File: config.mk
export PLATFORM = sky130hd
export DESIGN_NAME = umi_arbiter
export DESIGN_NICKNAME = d
export VERILOG_FILES = /design/src/rtl/umi_pkg.sv /design/src/rtl/umi_arbiter_rr.sv /design/src/rtl/umi_arbiter.sv
export SDC_FILE = /design/constraint.sdc
export NUM_CORES = 1
export LEC_CHECK = 0
export CAP_MARGIN = 5
export CORE_AREA = 2 2 506 508
export CTS_CLUSTER_SIZE = 20
export DETAILED_ROUTE_END_ITERATION = 6
export DIE_AREA = 0 0 508 510
export PLACE_DENSITY = 0.3
export REMOVE_ABC_BUFFERS = 1
export SETUP_SLACK_MARGIN = 0.15
export SYNTH_ARGS = -nofsm -noshare
export SYNTH_HDL_FRONTEND = slang
export SYNTH_SLANG_ARGS = --single-unit
export TNS_END_PERCENT = 30
File: constraint.sdc
create_clock -name clk -period 4.02 [get_ports clk]
set_input_delay 0.603 -clock clk [delete_from_list [all_inputs] [get_ports clk]]
set_output_delay 0.603 -clock clk [all_outputs]
set_load 0.01 [all_outputs]
File: src/rtl/umi_pkg.sv
// Shared UMI definitions: command opcodes, arbiter sizing limits and state encoding.
// Imported by umi_arbiter (build option UMI_ARBITER_OUTREG_EN) and umi_arbiter_rr.
package umi_pkg;

    localparam int UMI_MAX_N = 16;

    localparam logic [4:0] UMI_REQ_READ   = 5'h01;
    localparam logic [4:0] UMI_REQ_WRITE  = 5'h03;
    localparam logic [4:0] UMI_REQ_POSTED = 5'h05;
    localparam logic [4:0] UMI_REQ_RDMA   = 5'h07;
    localparam logic [4:0] UMI_RESP_READ  = 5'h02;
    localparam logic [4:0] UMI_RESP_WRITE = 5'h04;

    typedef logic arb_state_t;

    localparam arb_state_t ARB_IDLE = 1'b0;
    localparam arb_state_t ARB_HOLD = 1'b1;

endpackage

File: src/rtl/umi_arbiter_rr.sv
// Combinational round-robin picker: one-hot grant of the first request
// strictly after rr_ptr, wrapping modulo N, via a double-width masked encode.
module umi_arbiter_rr
    import umi_pkg::*;
#(
    parameter int N = 4
) (
    input  logic [N-1:0]         req,
    input  logic [$clog2(N)-1:0] rr_ptr,
    output logic [N-1:0]         grant
);

    logic [2*N-1:0] dbl;
    logic [2*N-1:0] pick;
    logic           found;

    assign dbl = {req, req};

    // Window covers positions rr_ptr+1 .. rr_ptr+N of the doubled vector
    always_comb begin
        pick  = '0;
        found = 1'b0;
        for (int j = 0; j < 2 * N; j++) begin
            if (!found && dbl[j] && j > int'(rr_ptr) && j <= int'(rr_ptr) + N) begin
                pick[j] = 1'b1;
                found   = 1'b1;
            end
        end
    end

    assign grant = pick[N-1:0] | pick[2*N-1:N];

endmodule

File: src/rtl/umi_arbiter.sv
// N-to-1 UMI round-robin arbiter with grant locking while the output stalls.
// UMI_ARBITER_OUTREG_EN adds a 2-entry skid buffer on the output (1-cycle latency).
module umi_arbiter
    import umi_pkg::*;
#(
    parameter int N  = 4,
    parameter int UW = 256
) (
    input  logic            clk,
    input  logic            reset,
    input  logic [N-1:0]    umi_in_valid,
    input  logic [N*UW-1:0] umi_in_packet,
    output logic [N-1:0]    umi_in_ready,
    input  logic [N-1:0]    umi_in_mask,
    output logic            umi_out_valid,
    output logic [UW-1:0]   umi_out_packet,
    input  logic            umi_out_ready,
    output logic [N-1:0]    arb_grant
);

    localparam int PW = $clog2(N);

    arb_state_t    state;
    logic          lock;
    logic [N-1:0]  req;
    logic [N-1:0]  live;
    logic [N-1:0]  grant_rr;
    logic [N-1:0]  grant;
    logic [N-1:0]  grant_q;
    logic [PW-1:0] rr_ptr;
    logic [PW-1:0] grant_idx;
    logic          s_valid;
    logic          s_ready;
    logic          s_fire;
    logic [UW-1:0] s_packet;

    assign lock = (state == ARB_HOLD);
    assign req  = umi_in_valid & ~umi_in_mask;
    // A locked requester keeps its slot even if masked after winning
    assign live = lock ? umi_in_valid : req;

    umi_arbiter_rr #(.N(N)) u_rr (
        .req    (req),
        .rr_ptr (rr_ptr),
        .grant  (grant_rr)
    );

    assign grant        = reset ? '0 : (lock ? grant_q : grant_rr);
    assign s_valid      = |(grant & live);
    assign s_fire       = s_valid & s_ready;
    assign umi_in_ready = grant & {N{s_ready}};
    assign arb_grant    = grant;

    always_comb begin
        s_packet  = '0;
        grant_idx = '0;
        for (int i = 0; i < N; i++) begin
            if (grant[i]) begin
                s_packet  = s_packet | umi_in_packet[i*UW +: UW];
                grant_idx = PW'(i);
            end
        end
    end

    always_ff @(posedge clk) begin
        if (reset) begin
            state   <= ARB_IDLE;
            grant_q <= '0;
            rr_ptr  <= PW'(N - 1);
        end else begin
            if (s_fire)
                rr_ptr <= grant_idx;
            unique case (state)
                ARB_IDLE: begin
                    if (s_valid && !s_ready) begin
                        state   <= ARB_HOLD;
                        grant_q <= grant;
                    end
                end
                ARB_HOLD: begin
                    if (!s_valid || s_ready) begin
                        state   <= ARB_IDLE;
                        grant_q <= '0;
                    end
                end
            endcase
        end
    end

`ifdef UMI_ARBITER_OUTREG_EN
    logic          sk_v0;
    logic          sk_v1;
    logic [UW-1:0] sk_q0;
    logic [UW-1:0] sk_q1;
    logic          sk_pop;

    assign s_ready        = ~sk_v1;
    assign sk_pop         = sk_v0 & umi_out_ready;
    assign umi_out_valid  = sk_v0;
    assign umi_out_packet = sk_q0;

    // Entry 0 is the head; a push while full is impossible since ready is ~sk_v1
    always_ff @(posedge clk) begin
        if (reset) begin
            sk_v0 <= 1'b0;
            sk_v1 <= 1'b0;
        end else if (sk_pop && s_fire) begin
            sk_q0 <= s_packet;
        end else if (sk_pop) begin
            sk_q0 <= sk_q1;
            sk_v0 <= sk_v1;
            sk_v1 <= 1'b0;
        end else if (s_fire) begin
            if (!sk_v0) begin
                sk_q0 <= s_packet;
                sk_v0 <= 1'b1;
            end else begin
                sk_q1 <= s_packet;
                sk_v1 <= 1'b1;
            end
        end
    end
`else
    assign s_ready        = umi_out_ready;
    assign umi_out_valid  = s_valid;
    assign umi_out_packet = s_packet;
`endif

endmodule
After elaboration in Yosys (flattened, before gate mapping)
Cells that the tools add are included.

Logic and storage cells: 82. Output and inout bits: 265. Flip-flop bits (word level): 7.

Equality and inequality tests: 2. Bitwise logic cells: 10. Reductions and logical operators: 28. Add/subtract/negate cells: 1. Order comparisons: 10. Mux-type cells: 28.

Operators with widths (number): $mux W256 (4); $or A256 B256 Y256 (3); $le A4 B32 Y1 const A (4); $le A3 B32 Y1 const A (2); $le A2 B32 Y1 const A (1); $mux W4 (5); $logic_and A1 B1 Y1 (17); $mux W1 (15); $and A4 B4 Y4 (3); $logic_not A1 Y1 (8); $pmux W4 S2 (1); $add A2 B3 Y4 const B (1); $gt A2 B2 Y1 const A (2); $mux W2 (2); $not A4 Y4 (1); $or A4 B4 Y4 (1); $reduce_or A4 Y1 (1); $gt A1 B2 Y1 const A (1); $ne A2 B1 Y1 const B (1); $ne A2 B2 Y1 const B (1); $pmux W1 S2 (1); $reduce_and A2 Y1 (1); $and A1 B1 Y1 (1); $logic_or A1 B1 Y1 (1); $not A1 Y1 (1).

Logic depth before layout (Yosys ltp)
Gate-level depths: netlist (run 1).

Depth in word-level cells: 41. Depth in mapped cells: 12.

Modules after synthesis
From an unflattened synthesis (run 1), not the netlist that was laid out.

Cell total of the unflattened synthesis: 965. Area total of the unflattened synthesis: 6077.1 um^2.

By module, submodules not included: umi_arbiter (instances 1, cells each 949, area each 5979.5 um^2); umi_arbiter_rr (instances 1, cells each 16, area each 97.6 um^2).

Worst setup path before layout (run 1)
No wires, ideal clock.

Path kind: input-to-output. Start: input port umi_in_mask[3]. End: output port umi_out_packet[156]. Data required time: 3417 ps. Path slack: 1442 ps. Buffers on the path: 3. Cell stages on the path: 9. Arrival: 1975 ps. Cells stage by stage: nand2b_4 or2_1 a311oi_2 nor2b_1 buf_2 buf_6 buf_2 a22oi_1 nand2_1.

Cells in the longest elaborated chain, start to end: 26. Elaborated cells on any way between the ends: 36. Those cells by class: mux (15); bitwise (6); reduce/logical (15).

Ends and longest elaborated chain: start: declaration (RTL line umi_arbiter.sv:14) `input logic [N-1:0] umi_in_mask,`; $not A4 Y4 * (RTL line umi_arbiter.sv:38) `assign req = umi_in_valid & ~umi_in_mask;`; $and A4 B4 Y4 * (RTL line umi_arbiter.sv:38); $logic_and A1 B1 Y1 (3 in a row) (RTL line umi_arbiter_rr.sv:24) `if (!found && dbl[j] && j > int'(rr_ptr) && j <= int'(rr_ptr) + N) begin`; $mux W1 (RTL line umi_arbiter_rr.sv:24); $logic_not A1 Y1 (RTL line umi_arbiter_rr.sv:24); $logic_and A1 B1 Y1 (2 in a row) (RTL line umi_arbiter_rr.sv:24); $mux W1 (RTL line umi_arbiter_rr.sv:24); $logic_not A1 Y1 (RTL line umi_arbiter_rr.sv:24); [4 not listed]; $logic_and A1 B1 Y1 (2 in a row) (RTL line umi_arbiter_rr.sv:24); $mux W1 (RTL line umi_arbiter_rr.sv:24); $logic_not A1 Y1 (RTL line umi_arbiter_rr.sv:24); $logic_and A1 B1 Y1 (2 in a row) (RTL line umi_arbiter_rr.sv:24); $mux W1 (RTL line umi_arbiter_rr.sv:24); $or A4 B4 Y4 * (RTL line umi_arbiter_rr.sv:31) `assign grant = pick[N-1:0] | pick[2*N-1:N];`; $mux W4 * (2 in a row) (RTL line umi_arbiter.sv:48) `assign grant = reset ? '0 : (lock ? grant_q : grant_rr);`; $mux W256 * (RTL line umi_arbiter.sv:58) `if (grant[i]) begin`; end: declaration (RTL line umi_arbiter.sv:16) `output logic [UW-1:0] umi_out_packet,`.

Every way passes the cells marked *; elsewhere a longest branch is shown, timed or not.

Worst setup path after layout (run 1)
Start: input port umi_in_mask[0]. End: output port umi_out_packet[255].

Cells in the longest elaborated chain, start to end: 21. Elaborated cells on any way between the ends: 30. Those cells by class: mux (13); bitwise (6); reduce/logical (11).

Ends and longest elaborated chain (RTL line): $not A4 Y4 * (umi_arbiter.sv:38); $and A4 B4 Y4 * (umi_arbiter.sv:38); $logic_and A1 B1 Y1 * (2 in a row) (umi_arbiter_rr.sv:24); $mux W1 (umi_arbiter_rr.sv:24); $logic_not A1 Y1 (umi_arbiter_rr.sv:24); $logic_and A1 B1 Y1 (2 in a row) (umi_arbiter_rr.sv:24); $mux W1 (umi_arbiter_rr.sv:24); $logic_not A1 Y1 (umi_arbiter_rr.sv:24); $logic_and A1 B1 Y1 (2 in a row) (umi_arbiter_rr.sv:24); $mux W1 (umi_arbiter_rr.sv:24); $logic_not A1 Y1 (umi_arbiter_rr.sv:24); $logic_and A1 B1 Y1 (2 in a row) (umi_arbiter_rr.sv:24); $mux W1 (umi_arbiter_rr.sv:24); $or A4 B4 Y4 * (umi_arbiter_rr.sv:31); $mux W4 * (2 in a row) (umi_arbiter.sv:48); $mux W256 * (umi_arbiter.sv:58).

Marked as above.

==> metrics.md, run 1 <==
| Metric | Value |
|---|---|
| Highest-count cells in the layout ignoring fill and taps | clkdlybuf4s50_1, a22oi_1, nand2_1, buf_12, buf_4 |
| Post-synth ARST share | 0% |
| Iteration-0 DRC Markers | 1356 |
| Post-route DRC | 0 |
| Commonest non-fill, non-tap cell in the layout | clkdlybuf4s50_1 |
| Register share of total power | between 1.5 and 2% |
| Gr ovfl total | 0 |
| Root buffer cell | clkbuf_16 |
| Status | finished clean |
| DIE AREA | roughly 260000 µm² |
| Synthesized cell area | 6310 µm² |
| Number of buffers and inverters on the critical path | 5 |
| Initial Util | 2.49% |
| Core ar. | 253000 µm² |
| VDD IR-drop max | 89.4 µV |
| Longest Clk Path Bufs | 2 |
| Power per cell area | 178 nW/µm² |
| Area Overhead vs Synth | 313% |
| Capture point of the worst reg-to-reg path | grant_q[1] |
| Routed via count | about 17000 |
| CTS tree | done |
| Worst setup SP type | primary input |
| Mean Syn Cell Area | 6.55 µm² |
| Setup WS pre-CTS | -0.743 ns |
| Final worst path period share | between 90% and 100% |
| Setup TNS | 0 ns |
| Slew Viols, Final | 0 |
| CP Class | in -> out |
| Delay of the slowest critical-path stage | about 0.52 ns |
| Final instance area | approximately 26000 µm² |
| Global-route wire length before repair | between 200 and 300 mm |
| Die W | about 500 µm |
| Layout cells sized above 1 | 15.1% |
| Routed vias/inst | 2.93 |
| Proportion of power drawn by the clock network | under 10% |
| WP depth | 11 |
| TritonCTS Buffers | 3 |
| Routability Congestion | 0.952 |
| Largest net degree at the start of global routing | 28 |
| DIE HEIGHT | 510 µm |
| Total power | between 4000 and 5000 µW |
| Int Pwr | 2560 µW |
| Depth of the CTS H-tree | 1 |
| Post-synth cell types | 38 |
| Net total in the final layout | around 3300 |
| Worst Setup End Kind | primary output |
| CTS Hold Bufs | 0 |
| WP data arrival | approximately 3.3 ns |
| Setup ws final | 0.121 ns |
| Maxcap violations | 0 |
| Hold path startpoint | grant_q[2] |
| Synth Register Bits | 7 |
| R2r worst-path depth | 10 |
| Final Hold Vio Count | 0 |
| I/O Pins | 1300 |
| Fin Clk Skew | between 0.0015 and 0.002 ns |
| F_max | around 260 MHz |
| Hold slack | 0.497 ns |
| Crit-path slowest cell | a22oi_2 |
| CP cell instances | clkdlybuf4s50_1 -> and2b_1 -> buf_4 -> nor4b_4 -> o22a_1 -> o21a_4 -> buf_4 -> buf_12 -> a22oi_2 -> nand2_1 -> clkdlybuf4s50_1 |
| Initial antenna violation count | 439 |
| Hold path depth | 2 |
| R2R setup slack | 1.39 ns |
| Worst hold path class | reg -> reg |
| Clock sinks | 7 |
| Sequential area share after synthesis | under 10% |
| Routed WL | between 200 and 250 mm |
| CTS clk-pin slew, worst paths | 0.04 ns |
| Number of global-route vias before repair | roughly 15000 |
| Worst Tran Pin Value | 0.750 ns |
| Final setup violation count | 0 |
| Logic pwr share | 94.4% |
| Final ANT Viol Nets | 0 |
| RR Startpoint | lock |
| Worst slew margin | about half |
| Yosys warns | 0 |
| Hold EP | grant_q[2] |
| Cells after synthesis | slightly below 1000 |
| RSZ-0062 raised after global routing | true |
| IO Port Bufs | about 1300 |
| DP Wirelength | between 200 and 250 mm |
| Switch share | between 40 and 50% |
| Placed cell area | approximately 25000 µm² |
| Min Tclk post-route | 3.90 ns |
| Synth Flop Type | dfxtp_1 |
| CP top delay family | buffers and inverters |
| Leak pwr | between 0.009 and 0.01 µW |
| Post-synth EDFFs | 0 |
| Skew-Pair Late Insertion Delay | 0.23 ns |
| Row Count | approximately 190 |
| Critical path peak fanout | 23 |
| Drt first pass iters | 6 |
| WL per Instance | 40.8 µm |
| Data required time of the critical path | between 3 and 4 ns |
| All-Layer GR Usage | approximately 17% |
| Total net switching power | just over 2000 µW |
## cells in the mapped netlist (2+ instances only)
library cell	n	share of area [%]
o21ai_1	2	0.16
a22oi_2	30	5.9
and2_1	4	0.40
a21boi_0	2	0.24
nor3b_1	2	0.24
nand2b_1	3	0.30
dfxtp_1	7	2.2
nor2_1	16	0.95
ha_1	2	0.40
a21oi_1	8	0.63
buf_2	72	5.7
nand2_1	260	15
clkbuf_1	16	0.95
o221ai_1	2	0.28
a22oi_1	485	58
buf_6	27	4.8
mux2i_1	2	0.32
inv_1	4	0.24
## final cells by class
cell class / count / area, µm²
Inverter: 5 / 26.3
Antenna cell: 87 / 218
Fill cell: 29324 / 227000
Timing Repair Buffer: 1425 / 15700
Multi-Input combinational cell: 835 / 5630
Sequential cell: 7 / 140
Tap cell: 3366 / 4210
Clock buffer: 4 / 78.8
## kinds of logic (layout without fill, tap and decap cells)
| group | count (synthesis) | count (layout) | share of synthesized area, % |
|---|---|---|---|
| compound gates | 536 | 536 | 66.1 |
| simple gates | 295 | 295 | 19.0 |
| buf+inv | 122 | 1434 | 12.0 |
| flops | 7 | 7 | 2.22 |
| fa+ha+maj | 2 | 2 | 0.397 |
| mux | 2 | 2 | 0.317 |
| other cells | 0 | 87 | 0 |
## per-stage QoR
stage,instances,utilization [%]
after CTS,5639,10.1
after floorplan,847,-
after global placement,5613,9.92
after detailed placement,5613,9.92
after global routing,5670,10.2
final,5729,10.3
## worst register-to-register path, cell delays in order (launching register included)
cell and delay [ns]:
dfxtp_1 0.73, a21oi_1 0.23, nor2b_4 0.19, buf_12 0.17, buf_4 0.17, nand2_1 0.08, a21oi_1 0.09, ha_1 0.49
nor2_1 0.12, a22oi_1 0.19, nor2_1 0.06
## state kept, by name (all words and copies together) (netlist names)
name	cells
grant_q	4
rr_ptr	2
lock	1
## power groups by stage
stage | logic (µW) | clock network, µW | registers (µW)
2_1_floorplan | 960 | 0 | 83.0
3_3_place_gp | 4360 | 0 | 86.1
3_5_place_dp | 4370 | 0 | 86.4
4_1_cts | 4490 | 174 | 87.0
5_1_grt | 4590 | 178 | 88.4
6_report | 4360 | 172 | 87.4
## worst max path at each step
stage | to | slack, ns | from
2_1_floorplan | grant_q[1] | -7.30 | umi_in_mask[0]
3_3_place_gp | umi_out_packet[167] | -0.75 | umi_in_valid[1]
3_5_place_dp | umi_out_packet[167] | -0.74 | umi_in_valid[1]
4_1_cts | umi_out_packet[55] | 0.09 | umi_in_mask[0]
5_1_grt | umi_out_packet[99] | 0.06 | umi_in_mask[0]
6_report | umi_out_packet[255] | 0.12 | umi_in_mask[0]
## repair_timing
action | CTS | global route
resized for setup | 53 | 32
setup buffers | 18 | 3
endpoints found under the setup margin | 173 | 102
gates cloned | 4 | 0
pin swaps | 7 | 3
## layer usage
| metal | vias to the layer above | track usage [%] | part of all wire [%] |
|---|---|---|---|
| li1 | 6619 | - | - |
| met1 | 7527 | 18.8 | 37 |
| met2 | 1637 | 28.5 | 45 |
| met3 | 710 | 11.0 | 15 |
| met4 | 276 | 2.06 | 2.6 |
| met5 | - | 0 | 0.77 |
Note: power is estimated with default switching activity, not from simulation.
==> inputs of run 2 (changes only) <==
ABC_AREA = 1   (was default)
CORE_AREA = 2 2 500 502   (was 2 2 506 508)
DIE_AREA = 0 0 502 504   (was 0 0 508 510)
clock period = 5.02 ns   (was 4.02 ns; I/O delays follow)
==> run 2 against run 1 <==
  * Non-clock buffer count is 72 lower
  * Count of clock-buffer cells in the layout is the same
  * Routed wire length up 1.1%
  * Critical path depth up 2
  * Die area shrank 2.3%
  * Largest cell class unchanged
  * Combinational power fell by 43%
  * Sequential power is 32% lower
  * Clock power fell by 20%
  * Clock skew about the same
==> metrics.md, run 2 <==
| Metric | Value |
|---|---|
| Cell mode on critical path | nand2_1 |
| Post-synth ARST share | 0% (unchanged) |
| Min Tclk post-route | around 4.6 ns |
| TritonCTS Buffers | 3 (unchanged) |
| Post-synth top cells | nand2_1, nand4_1, buf_2, buf_4, buf_6 (was a22oi_1, nand2_1, buf_2, a22oi_2, buf_6) |
| Worst Tran Pin Value | 0.570 ns (was 0.750 ns) |
| Synth Flop Type | dfxtp_1 (unchanged) |
| Row Count | 183 (was 185) |
| Worst slew margin | 61.9% (was 49.8%) |
| Post-synth EDFFs | 0 (unchanged) |
| Highest-count cells in the layout ignoring fill and taps | clkdlybuf4s50_1, nand2_1, nand4_1, buf_4, buf_12 (was clkdlybuf4s50_1, a22oi_1, nand2_1, buf_12, buf_4) |
| Slew Viols, Final | 0 (unchanged) |
| Post-route DRC | 0 (unchanged) |
| Largest area contributor in the netlist | nand2_1 (was a22oi_1) |
| Routability Congestion | 1.03 (was 0.952) |
| Largest net degree at the start of global routing | 53 (was 28) |
| DIE HEIGHT | 504 µm (was 510 µm) |
| Final worst path period share | ~90% |
| IO Port Bufs | 1299 (unchanged) |
| Crit-path slowest cell | clkdlybuf4s50_1 (was a22oi_2) |
| Power per cell area | 109 nW/µm² (was 178 nW/µm²) |
| Total power | 2680 µW (was 4620 µW) |
| All-Layer GR Usage | 17.8% (was 17.2%) |
| Delay of the slowest critical-path stage | 0.74 ns (was 0.52 ns) |
| Initial antenna violation count | 366 (was 439) |
| Max reg flops | 4 (unchanged) |
| Int Pwr | 1470 µW (was 2560 µW) |
| Skew-Pair Late Insertion Delay | 0.24 ns (was 0.23 ns) |
| Logic pwr share | 92.7% (was 94.4%) |
| Longest Clk Path Bufs | 2 (unchanged) |
| CTS clk-pin slew, worst paths | 0.03 ns (was 0.04 ns) |
| CTS Hold Bufs | 0 (unchanged) |
| DP Wirelength | 222 mm (was 219 mm) |
| Clock sinks | 7 (unchanged) |
| Post-synth cell types | 22 (was 38) |
| Area of the multi-input gates | 5840 µm² (was 5630 µm²) |
| Switch share | 45.2% (was 44.6%) |
| CTS resizes | 0 (was 53) |
| Leak pwr | 0.00795 µW (was 0.00926 µW) |
| Worst hold path class | reg -> reg (unchanged) |
| WL per Instance | 38.5 µm (was 40.8 µm) |
| Biggest register | grant_q (unchanged) |
| Drt first pass iters | 5 (was 6) |
| VDD IR-drop max | 70.6 µV (was 89.4 µV) |
| Critical path peak fanout | 34 (was 23) |
| Iteration-0 DRC Markers | 1369 (was 1356) |
| Data required time of the critical path | 4.27 ns (was 3.42 ns) |
| Total net switching power | 1210 µW (was 2060 µW) |
| Core ar. | 248000 µm² (was 253000 µm²) |
| Final Hold Vio Count | 0 (unchanged) |
| Die W | 502 µm (was 508 µm) |
| Synth area leaders | nand2_1, nand4_1, buf_6 (was a22oi_1, nand2_1, a22oi_2) |
| Net total in the final layout | 3782 (was 3314) |
| Setup Fix Bufs, Post-CTS | 0 (was 18) |
| Proportion of power drawn by the clock network | 5.1% (was 3.7%) |
| Root buffer cell | clkbuf_16 (unchanged) |
| Setup TNS | 0 ns (unchanged) |
| Routed vias/inst | 2.97 (was 2.93) |
| Gr ovfl total | 0 (unchanged) |
| Setup WS pre-CTS | 0.421 ns (was -0.743 ns) |
| # fillers | 29208 (was 29324) |
| Sequential area share after synthesis | 2.04% (was 2.22%) |
| Routed WL | 237 mm (was 234 mm) |
| DIE AREA | 253000 µm² (was 259000 µm²) |
| CTS tree | done (unchanged) |
| Synthesized cell area | 6860 µm² (was 6310 µm²) |
| Number of global-route vias before repair | 17790 (was 15489) |
| CP Class | in -> out (unchanged) |
| Mean Syn Cell Area | 4.57 µm² (was 6.55 µm²) |
| Depth of the CTS H-tree | 1 (unchanged) |
| Synth top area share | 57.7% (about the same) |
| Sequential cell area | 140 µm² (unchanged) |
| Register share of total power | 2.2% (was 1.9%) |
| Worst setup SP type | primary input (unchanged) |
| Top-count cell post-synth | nand2_1 (was a22oi_1) |
| CP cell instances | clkdlybuf4s50_1 -> inv_1 -> nand2_1 -> nor2_1 -> nor2_1 -> nand4_1 -> nand2_1 -> nand2_1 -> inv_8 -> buf_12 -> nand2_1 -> nand4_1 -> clkdlybuf4s50_1 (was clkdlybuf4s50_1 -> and2b_1 -> buf_4 -> nor4b_4 -> o22a_1 -> o21a_4 -> buf_4 -> buf_12 -> a22oi_2 -> nand2_1 -> clkdlybuf4s50_1) |
| I/O Pins | 1300 (unchanged) |
| Layout cells sized above 1 | 5.17% (was 15.1%) |
| Final setup violation count | 0 (unchanged) |
| Cells after synthesis | 1500 (was 964) |
| Commonest non-fill, non-tap cell in the layout | clkdlybuf4s50_1 (unchanged) |
| Worst Setup End Kind | primary output (unchanged) |
| Setup ws final | 0.429 ns (was 0.121 ns) |
| Initial Util | 2.77% (was 2.49%) |
| F_max | 218 MHz |
| WP data arrival | 3.84 ns (was 3.30 ns) |
| Area Overhead vs Synth | 257% (was 313%) |
| Global-route wire length before repair | 274 mm (was 267 mm) |
| Status | finished clean (unchanged) |
| Fin Clk Skew | 0.00140 ns (was 0.00180 ns) |
| Routed via count | 18276 (was 16769) |
| Yosys warns | 0 (unchanged) |
| Final ANT Viol Nets | 0 (unchanged) |
| RSZ-0062 raised after global routing | false (was true) |
| Maxcap violations | 0 (unchanged) |
| Synth Register Bits | 7 (unchanged) |
==> run 2: cell type report <==
| class | instances | share of cell area (%) |
|---|---|---|
| Antenna cell | 76 | 0.778 |
| Tap cell | 3330 | 17.0 |
| Timing Repair Buffer | 1353 | 57.0 |
| Sequential cell | 7 | 0.573 |
| Clock buffer | 4 | 0.322 |
| Inverter | 18 | 0.435 |
| Multi-Input combinational cell | 1362 | 23.9 |
==> run 2: stage by stage <==
stage               cell area, µm²  utilization [%]  hold WS (ns)  instances
global route                 24300             9.82         0.477       6090
CTS                          24300             9.80         0.455       6074
floorplan                     6050                -         0.431       1387
finish                       24500             9.88         0.458       6150
global placement             24200             9.77         0.447       6070
detailed placement           24200             9.77         0.450       6070
==> run 2: logic make-up (layout without fill, tap and decap cells) <==
logic type | after synthesis | in the layout | share of synthesized area, %
buffers and inverters | 131 | 1375 | 12.8
adders and majority gates | 2 | 2 | 0.365
AOI/OAI and AO/OA | 13 | 13 | 1.08
and+or+nand+nor | 1347 | 1347 | 83.7
other | 0 | 76 | 0
DFF | 7 | 7 | 2.04
==> run 2: worst max-delay path, delay by kind of cell <==
family	cells	cell delay, ns
and+or+nand+nor	8	1.10
buffers and inverters	5	1.87
==> run 2: power groups by stage <==
| stage | sequential, µW | combinational, µW | clock [µW] |
|---|---|---|---|
| after global routing | 59.8 | 2600 | 143 |
| final | 59.6 | 2480 | 137 |
| after CTS | 59.5 | 2550 | 139 |
| after global placement | 60.2 | 2530 | 0 |
| after floorplan | 59.7 | 482 | 0 |
| after detailed placement | 60.3 | 2530 | 0 |
==> run 2: routing by layer <==
layer	global-route usage, %	wire (µm)	vias up
met1	19.1	87000	8377
met2	30.9	111000	1574
met4	2.62	5900	204
met3	10.1	31300	596
met5	0	1320	-
li1	-	-	7525
==> run 2: path summary, 6_finish.rpt <==
kind                        from                  to  slack [ns]  depth (start not counted)
setup / recovery  umi_in_mask[2]  umi_out_packet[54]        0.43                         13
hold / removal        grant_q[0]          grant_q[0]        0.46                          2
setup reg to reg       rr_ptr[1]          grant_q[0]        2.62                         12
hold reg to reg       grant_q[0]          grant_q[0]        0.46                          2
